--- src/rtl/telem_frame_rx.sv ---
// telem_frame_rx -- telemetry frame receiver for the eBike TX link monitor.
//
// Consumes the UART_rcv byte stream, locates the HDR0/HDR1 header, rebuilds
// NUM_CH channel words (two bytes each, high byte first) and publishes them
// as one atomically updated register bank. An optional XOR checksum byte
// and an inter-byte timeout guard the frame.
//
// Ports:
//   clk, rst   system clock, asynchronous active-high reset
//   byte_vld   received byte available (UART_rcv rdy)
//   byte_in    received byte (UART_rcv rx_data)
//   byte_ack   one-cycle consume pulse (UART_rcv clr_rdy)
//   ch_data    channel words, ch k at [k*DATA_W +: DATA_W], ch0 first in frame
//   frame_vld  one-cycle pulse, ch_data has just been updated
//   frame_cnt  good frames received, wraps
//   chk_err    one-cycle pulse, checksum mismatch
//   to_err     one-cycle pulse, inter-byte timeout
//   err_cnt    chk_err + to_err events, saturating
//
// Handshake: a byte is taken in any cycle with byte_vld=1 and byte_ack=0.
// byte_ack is registered and is high exactly the cycle after that, which
// gives UART_rcv one cycle to drop rdy, so no byte is ever taken twice and
// at most one byte is taken per two cycles.
module telem_frame_rx #(
  parameter int         NUM_CH      = 3,
  parameter int         DATA_W      = 12,
  parameter logic [7:0] HDR0        = 8'hAA,
  parameter logic [7:0] HDR1        = 8'h55,
  parameter bit         CHK_EN      = 1'b0,
  parameter int         TIMEOUT_CYC = 50000
) (
  input  logic                     clk,
  input  logic                     rst,
  input  logic                     byte_vld,
  input  logic [7:0]               byte_in,
  output logic                     byte_ack,
  output logic [NUM_CH*DATA_W-1:0] ch_data,
  output logic                     frame_vld,
  output logic [15:0]              frame_cnt,
  output logic                     chk_err,
  output logic                     to_err,
  output logic [7:0]               err_cnt
);

  localparam int IDX_W = (NUM_CH > 1) ? $clog2(NUM_CH) : 1;
  localparam int TO_W  = $clog2(TIMEOUT_CYC + 1);
  localparam int HI_W  = DATA_W - 8;

  typedef enum logic [2:0] {
    S_HDR0 = 3'd0,
    S_HDR1 = 3'd1,
    S_HI   = 3'd2,
    S_LO   = 3'd3,
    S_CHK  = 3'd4
  } state_t;

  state_t                     state, state_nxt;
  logic [IDX_W-1:0]           idx, idx_nxt;
  logic [7:0]                 xor_q, xor_nxt;
  logic [TO_W-1:0]            to_cnt;
  logic [NUM_CH*DATA_W-1:0]   stage, stage_nxt;
  logic                       accept;
  logic                       expire;
  logic                       commit;
  logic                       chk_bad;

  assign accept = byte_vld & ~byte_ack;

  // A byte accepted in the expiry cycle wins, so the frame keeps going.
  assign expire = (state != S_HDR0) && !accept &&
                  (to_cnt == TO_W'(TIMEOUT_CYC - 1));

  always_comb begin
    state_nxt = state;
    idx_nxt   = idx;
    xor_nxt   = xor_q;
    stage_nxt = stage;
    commit    = 1'b0;
    chk_bad   = 1'b0;
    if (accept) begin
      case (state)
        S_HDR0: begin
          if (byte_in == HDR0) state_nxt = S_HDR1;
        end
        S_HDR1: begin
          if (byte_in == HDR1) begin
            state_nxt = S_HI;
            idx_nxt   = '0;
            xor_nxt   = '0;
          end else if (byte_in != HDR0) begin
            state_nxt = S_HDR0;
          end
        end
        S_HI: begin
          // Upper byte bits beyond DATA_W are dropped without checking.
          stage_nxt[int'(idx)*DATA_W + 8 +: HI_W] = byte_in[HI_W-1:0];
          xor_nxt   = xor_q ^ byte_in;
          state_nxt = S_LO;
        end
        S_LO: begin
          stage_nxt[int'(idx)*DATA_W +: 8] = byte_in;
          xor_nxt = xor_q ^ byte_in;
          if (idx != IDX_W'(NUM_CH - 1)) begin
            idx_nxt   = idx + IDX_W'(1);
            state_nxt = S_HI;
          end else if (CHK_EN) begin
            state_nxt = S_CHK;
          end else begin
            commit    = 1'b1;
            state_nxt = S_HDR0;
          end
        end
        S_CHK: begin
          if (byte_in == xor_q) commit  = 1'b1;
          else                  chk_bad = 1'b1;
          state_nxt = S_HDR0;
        end
        default: state_nxt = S_HDR0;
      endcase
    end else if (expire) begin
      state_nxt = S_HDR0;
    end
  end

  always_ff @(posedge clk or posedge rst) begin
    if (rst) begin
      state     <= S_HDR0;
      idx       <= '0;
      xor_q     <= '0;
      stage     <= '0;
      to_cnt    <= '0;
      byte_ack  <= 1'b0;
      ch_data   <= '0;
      frame_vld <= 1'b0;
      frame_cnt <= '0;
      chk_err   <= 1'b0;
      to_err    <= 1'b0;
      err_cnt   <= '0;
    end else begin
      state     <= state_nxt;
      idx       <= idx_nxt;
      xor_q     <= xor_nxt;
      stage     <= stage_nxt;
      byte_ack  <= accept;
      frame_vld <= commit;
      chk_err   <= chk_bad;
      to_err    <= expire;

      if (state == S_HDR0 || accept || expire) to_cnt <= '0;
      else                                     to_cnt <= to_cnt + TO_W'(1);

      // stage_nxt already holds the final low byte on the last-word edge.
      if (commit) begin
        ch_data   <= stage_nxt;
        frame_cnt <= frame_cnt + 16'd1;
      end

      if ((chk_bad || expire) && err_cnt != 8'hFF) err_cnt <= err_cnt + 8'd1;
    end
  end

endmodule

--- config.mk ---
export PLATFORM = sky130hd
export DESIGN_NAME = telem_frame_rx
export DESIGN_NICKNAME = d
export VERILOG_FILES = /design/src/rtl/telem_frame_rx.sv
export SDC_FILE = /design/constraint.sdc
export NUM_CORES = 1
export LEC_CHECK = 0
export CAP_MARGIN = 20
export CORE_MARGIN = 10
export CORE_UTILIZATION = 50
export CTS_CLUSTER_DIAMETER = 30
export DETAILED_ROUTE_END_ITERATION = 10
export GPL_TIMING_DRIVEN = 0
export PLACE_DENSITY = 0.76
export SETUP_SLACK_MARGIN = 0.05
export SYNTH_ARGS = -nofsm -noshare
export SYNTH_HDL_FRONTEND = slang
export SYNTH_SLANG_ARGS = --single-unit
export TNS_END_PERCENT = 50
--- constraint.sdc ---
create_clock -name clk -period 3.8 [get_ports clk]
set_clock_uncertainty 0.05 [all_clocks]
set_input_delay 0.38 -clock clk [delete_from_list [all_inputs] [get_ports clk]]
set_output_delay 0.38 -clock clk [all_outputs]
set_load 0.03 [all_outputs]
==> flow_metrics.py <==
metrics = {
    "outcome": {
        "status": "finished clean",
    },
    "logic_synthesis": {
        "syn_nets": 587,
        "netlist_area_mm2": 0.00566,
        "synth_ff_type": "dfrtp_1",
        "yosys.cell_types.count": 62,
        "synth_area_leader_cell": "dfrtp_1",
        "ys_ff_latch": 119,
        "netlist.area_leader.share": 0.527,
        "async_flop_share": 1.00,
        "syn_area_per_cell_um2": 10.0,
        "yosys_warnings": 0,
        "syn_inst": 564,
        "synth.area.top_cells": "dfrtp_1 (53%), nand2_1 (6.0%), nor2_1 (3.7%), mux2_2 (3.6%), xnor2_1 (3.1%)",
        "yosysSeqAreaShare": 0.527,
        "synth_enable_flop_cells": 0,
    },
    "route": {
        "met3_length_um": 958,
        "route.met2.wl_um": 7680,
        "route.detailed.drc": 0,
        "drt-initial-drc-count": 371,
        "vias": 4653,
        "met1_length_um": 6690,
        "via_per_inst": 5.78,
        "wl_per_cell_um": 19.4,
        "first_pass_iters": 4,
        "wl_um": 15600,
        "drt.antenna.violating_nets": 0,
        "maxUsedRoutingLayer": "met4",
    },
    "sta": {
        "fin_setup_tns_ns": 0,
        "setup_viol": 0,
        "worstMarginPinSlew_ns": 0.823,
        "fmaxAchievable_mhz": 289,
        "slew-limit-headroom": 0.447,
        "period_minus_slack_ns": 3.46,
        "slew_viol_final": 0,
        "rsz0062_at_grt": "false",
        "fin_crit_sh": 0.910,
        "hold_violations": 0,
    },
    "clock_tree": {
        "clkTransAtPathRegs_ns": 0.05,
        "clock_tree.root_cell": "clkbuf_16",
        "cts.path.max_buffers": 2,
        "cts-buffers-inserted": 17,
        "postCtsSetupRepairBufs": 0,
        "cts-htree-levels": 4,
        "numClockSinks": 119,
        "clkLatencyLatePin_ns": 0.42,
        "cts_tree": "done",
    },
    "floorplanning": {
        "die_area_mm2": 0.0160,
        "initial_core_util": 0.517,
        "io_pins": 75,
        "core_area_mm2": 0.0109,
        "fp.dieW_um": 126,
        "rows": 38,
        "die_h_um": 126,
    },
    "critical_path": {
        "crit_chain": "buf_2, inv_1, ha_1, clkbuf_2, nand3_1, ha_1, nor2b_1, a41o_1, nand2_1, o2bb2ai_1, mux2_2",
        "start_kind": "flop",
        "cp_data_required_time_ns": 4.05,
        "cpMostUsedCell": "ha_1",
        "slowest_delay_ns": 0.52,
        "criticalPathCategory": "reg2reg",
        "critPathMaxFanout": 11,
        "crit_arrival_ns": 3.71,
        "cp_slowest_cell": "dfrtp_1",
        "crit_path_end_kind": "flop",
    },
    "layout": {
        "drive_gt1_frac": 0.0962,
        "syn2layout_area_growth_pct": 27.0,
        "final_cells": 805,
        "antennaDiodeCount": 0,
        "nNetsFinal": 678,
        "num-fill-cells": 885,
        "fin_area_mm2": 0.00718,
    },
    "global_routing": {
        "track_usage": 0.199,
        "grt_pass1_vias": 4868,
        "grt_pass1_wl_um": 25500,
        "antenna_found_initial": 0,
        "grt_max_degree": 74,
        "gr-total-overflow": 0,
    },
    "hold_path": {
        "min_path_type": "in2async",
    },
    "placed_design": {
        "hpwl_um": 11400,
        "post-place-cells": 776,
        "place_congestion": 0.951,
        "portBuffers": 71,
        "placed_area_mm2": 0.00657,
    },
    "power_and_ir_drop": {
        "p_per_area_mw_per_mm2": 416,
        "p_leak_nw": 3.18,
        "ir_worst_vdd_mv": 0.451,
    },
    "job": {
        "maxCapViolCount": 0,
    },
}
-- layout make-up --
cell class | instances | area, um2 | area share
Clock inverter | 9 | 153 | 0.0213
Tap cell | 140 | 175 | 0.0244
Timing Repair Buffer | 72 | 738 | 0.103
Inverter | 13 | 53.8 | 0.00749
Buffer | 23 | 104 | 0.0145
Multi-Input combinational cell | 409 | 2530 | 0.353
Sequential cell | 119 | 2980 | 0.415
Clock buffer | 20 | 447 | 0.0622
-- cell usage after synthesis, types with 3 or more instances --
cell	instances
o221ai_1	3
inv_1	11
and4_1	4
or2_0	4
nand2b_1	5
nor2b_1	5
a21boi_0	3
a221oi_1	3
o21ai_0	22
dfrtp_1	119
xor2_1	14
nand4_1	11
a21oi_1	20
ha_1	12
clkbuf_1	12
a31oi_1	10
buf_1	3
buf_2	6
o2bb2ai_1	5
nand2_1	90
nand3_1	20
mux2_2	18
a22oi_1	9
nor2_1	56
xnor2_1	20
nor3b_1	5
a22o_1	14
nor3_1	6
and3_1	9
nor4_1	3
and2_1	4
-- layer usage --
layer,track usage,vias up
met1,0.239,2302
met5,0,-
met3,0.0712,20
met2,0.318,160
li1,-,2171
met4,0.0770,0
-- cell usage in the layout, fill, tap and decap left out, types with 9 or more instances in the layout --
master	Yosys	layout
clkbuf_16	0	17
a22o_1	14	14
xnor2_1	20	20
nand4_1	11	11
nor2_1	56	56
inv_1	11	10
mux2_2	18	18
a21oi_1	20	20
o21ai_0	22	22
nand2_1	90	90
clkdlybuf4s50_1	0	71
xor2_1	14	14
dfrtp_1	119	119
a22oi_1	9	9
and3_1	9	9
nand3_1	20	20
a31oi_1	10	10
clkbuf_1	12	12
ha_1	12	12
-- final timing paths --
| kind | start | to | slack (ns) | cells after the start |
|---|---|---|---|---|
| max | idx[0]$_DFFE_PP0P_ | ch_data[24]$_DFFE_PP0P_ | 0.34 | 11 |
| min | rst | ch_data[28]$_DFFE_PP0P_ | 0.32 | 2 |
| max reg2reg | idx[0]$_DFFE_PP0P_ | ch_data[24]$_DFFE_PP0P_ | 0.34 | 11 |
| min reg2reg | stage[18]$_DFF_PP0_ | stage[18]$_DFF_PP0_ | 0.41 | 2 |
| max in group asynchronous | rst | ch_data[6]$_DFFE_PP0P_ | 2.69 | 3 |
| min in group clk | stage[18]$_DFF_PP0_ | stage[18]$_DFF_PP0_ | 0.41 | 2 |
-- where the power goes --
part	internal [mW]	switching (mW)	leakage, nW
combinational	0.0184	0.0537	1.25
sequential	1.27	0.00120	1.65
clock	1.10	0.548	0.284
total	2.39	0.603	3.18
-- repair_timing --
item                                    CTS  global route
resized for setup                         0             5
hold buffers                              0             0
endpoints found under the setup margin    0            11
-- critical path: cells and delay by family, from the launching register on --
kind	cells	cell delay, ns
AO/OA/AOI/OAI	2	0.43
adder cells (fa/ha/maj)	2	0.70
buffers and inverters	3	0.76
flip-flops	1	0.52
multiplexers	1	0.31
AND/OR/NAND/NOR	3	0.58
-- sequential cells by signal, indices dropped and copies added (netlist names) --
register / cells
ch_data: 36
stage: 36
frame_cnt: 16
to_cnt: 16
err_cnt: 8
idx: 2
state: 2
byte_ack: 1
frame_vld: 1
to_err: 1
-- cells by family (layout without fill, tap and decap cells) --
| logic type | after synthesis | count (layout) | share of synthesized area |
|---|---|---|---|
| flip-flops | 119 | 119 | 0.527 |
| other | 1 | 1 | 0.000663 |
| AND/OR/NAND/NOR | 238 | 238 | 0.202 |
| multiplexers | 20 | 20 | 0.0394 |
| XOR/XNOR | 34 | 34 | 0.0527 |
| adder cells (fa/ha/maj) | 12 | 12 | 0.0265 |
| AO/OA/AOI/OAI | 104 | 104 | 0.125 |
| buffers and inverters | 36 | 137 | 0.0265 |
-- stage by stage --
step / util / setup slack (ns) / power [mW] / hold slack, ns
finish: 0.657 / 0.341 / 2.99 / 0.316
global route: 0.657 / 0.135 / 3.08 / 0.345
CTS: 0.656 / 0.204 / 3.01 / 0.330
detailed placement: 0.601 / 0.219 / 1.37 / 0.405
global placement: 0.598 / -1.33 / 1.36 / 0.395
floorplan: - / 0.213 / 1.33 / 0.383
No activity file was read; power rests on OpenSTA's default activity.
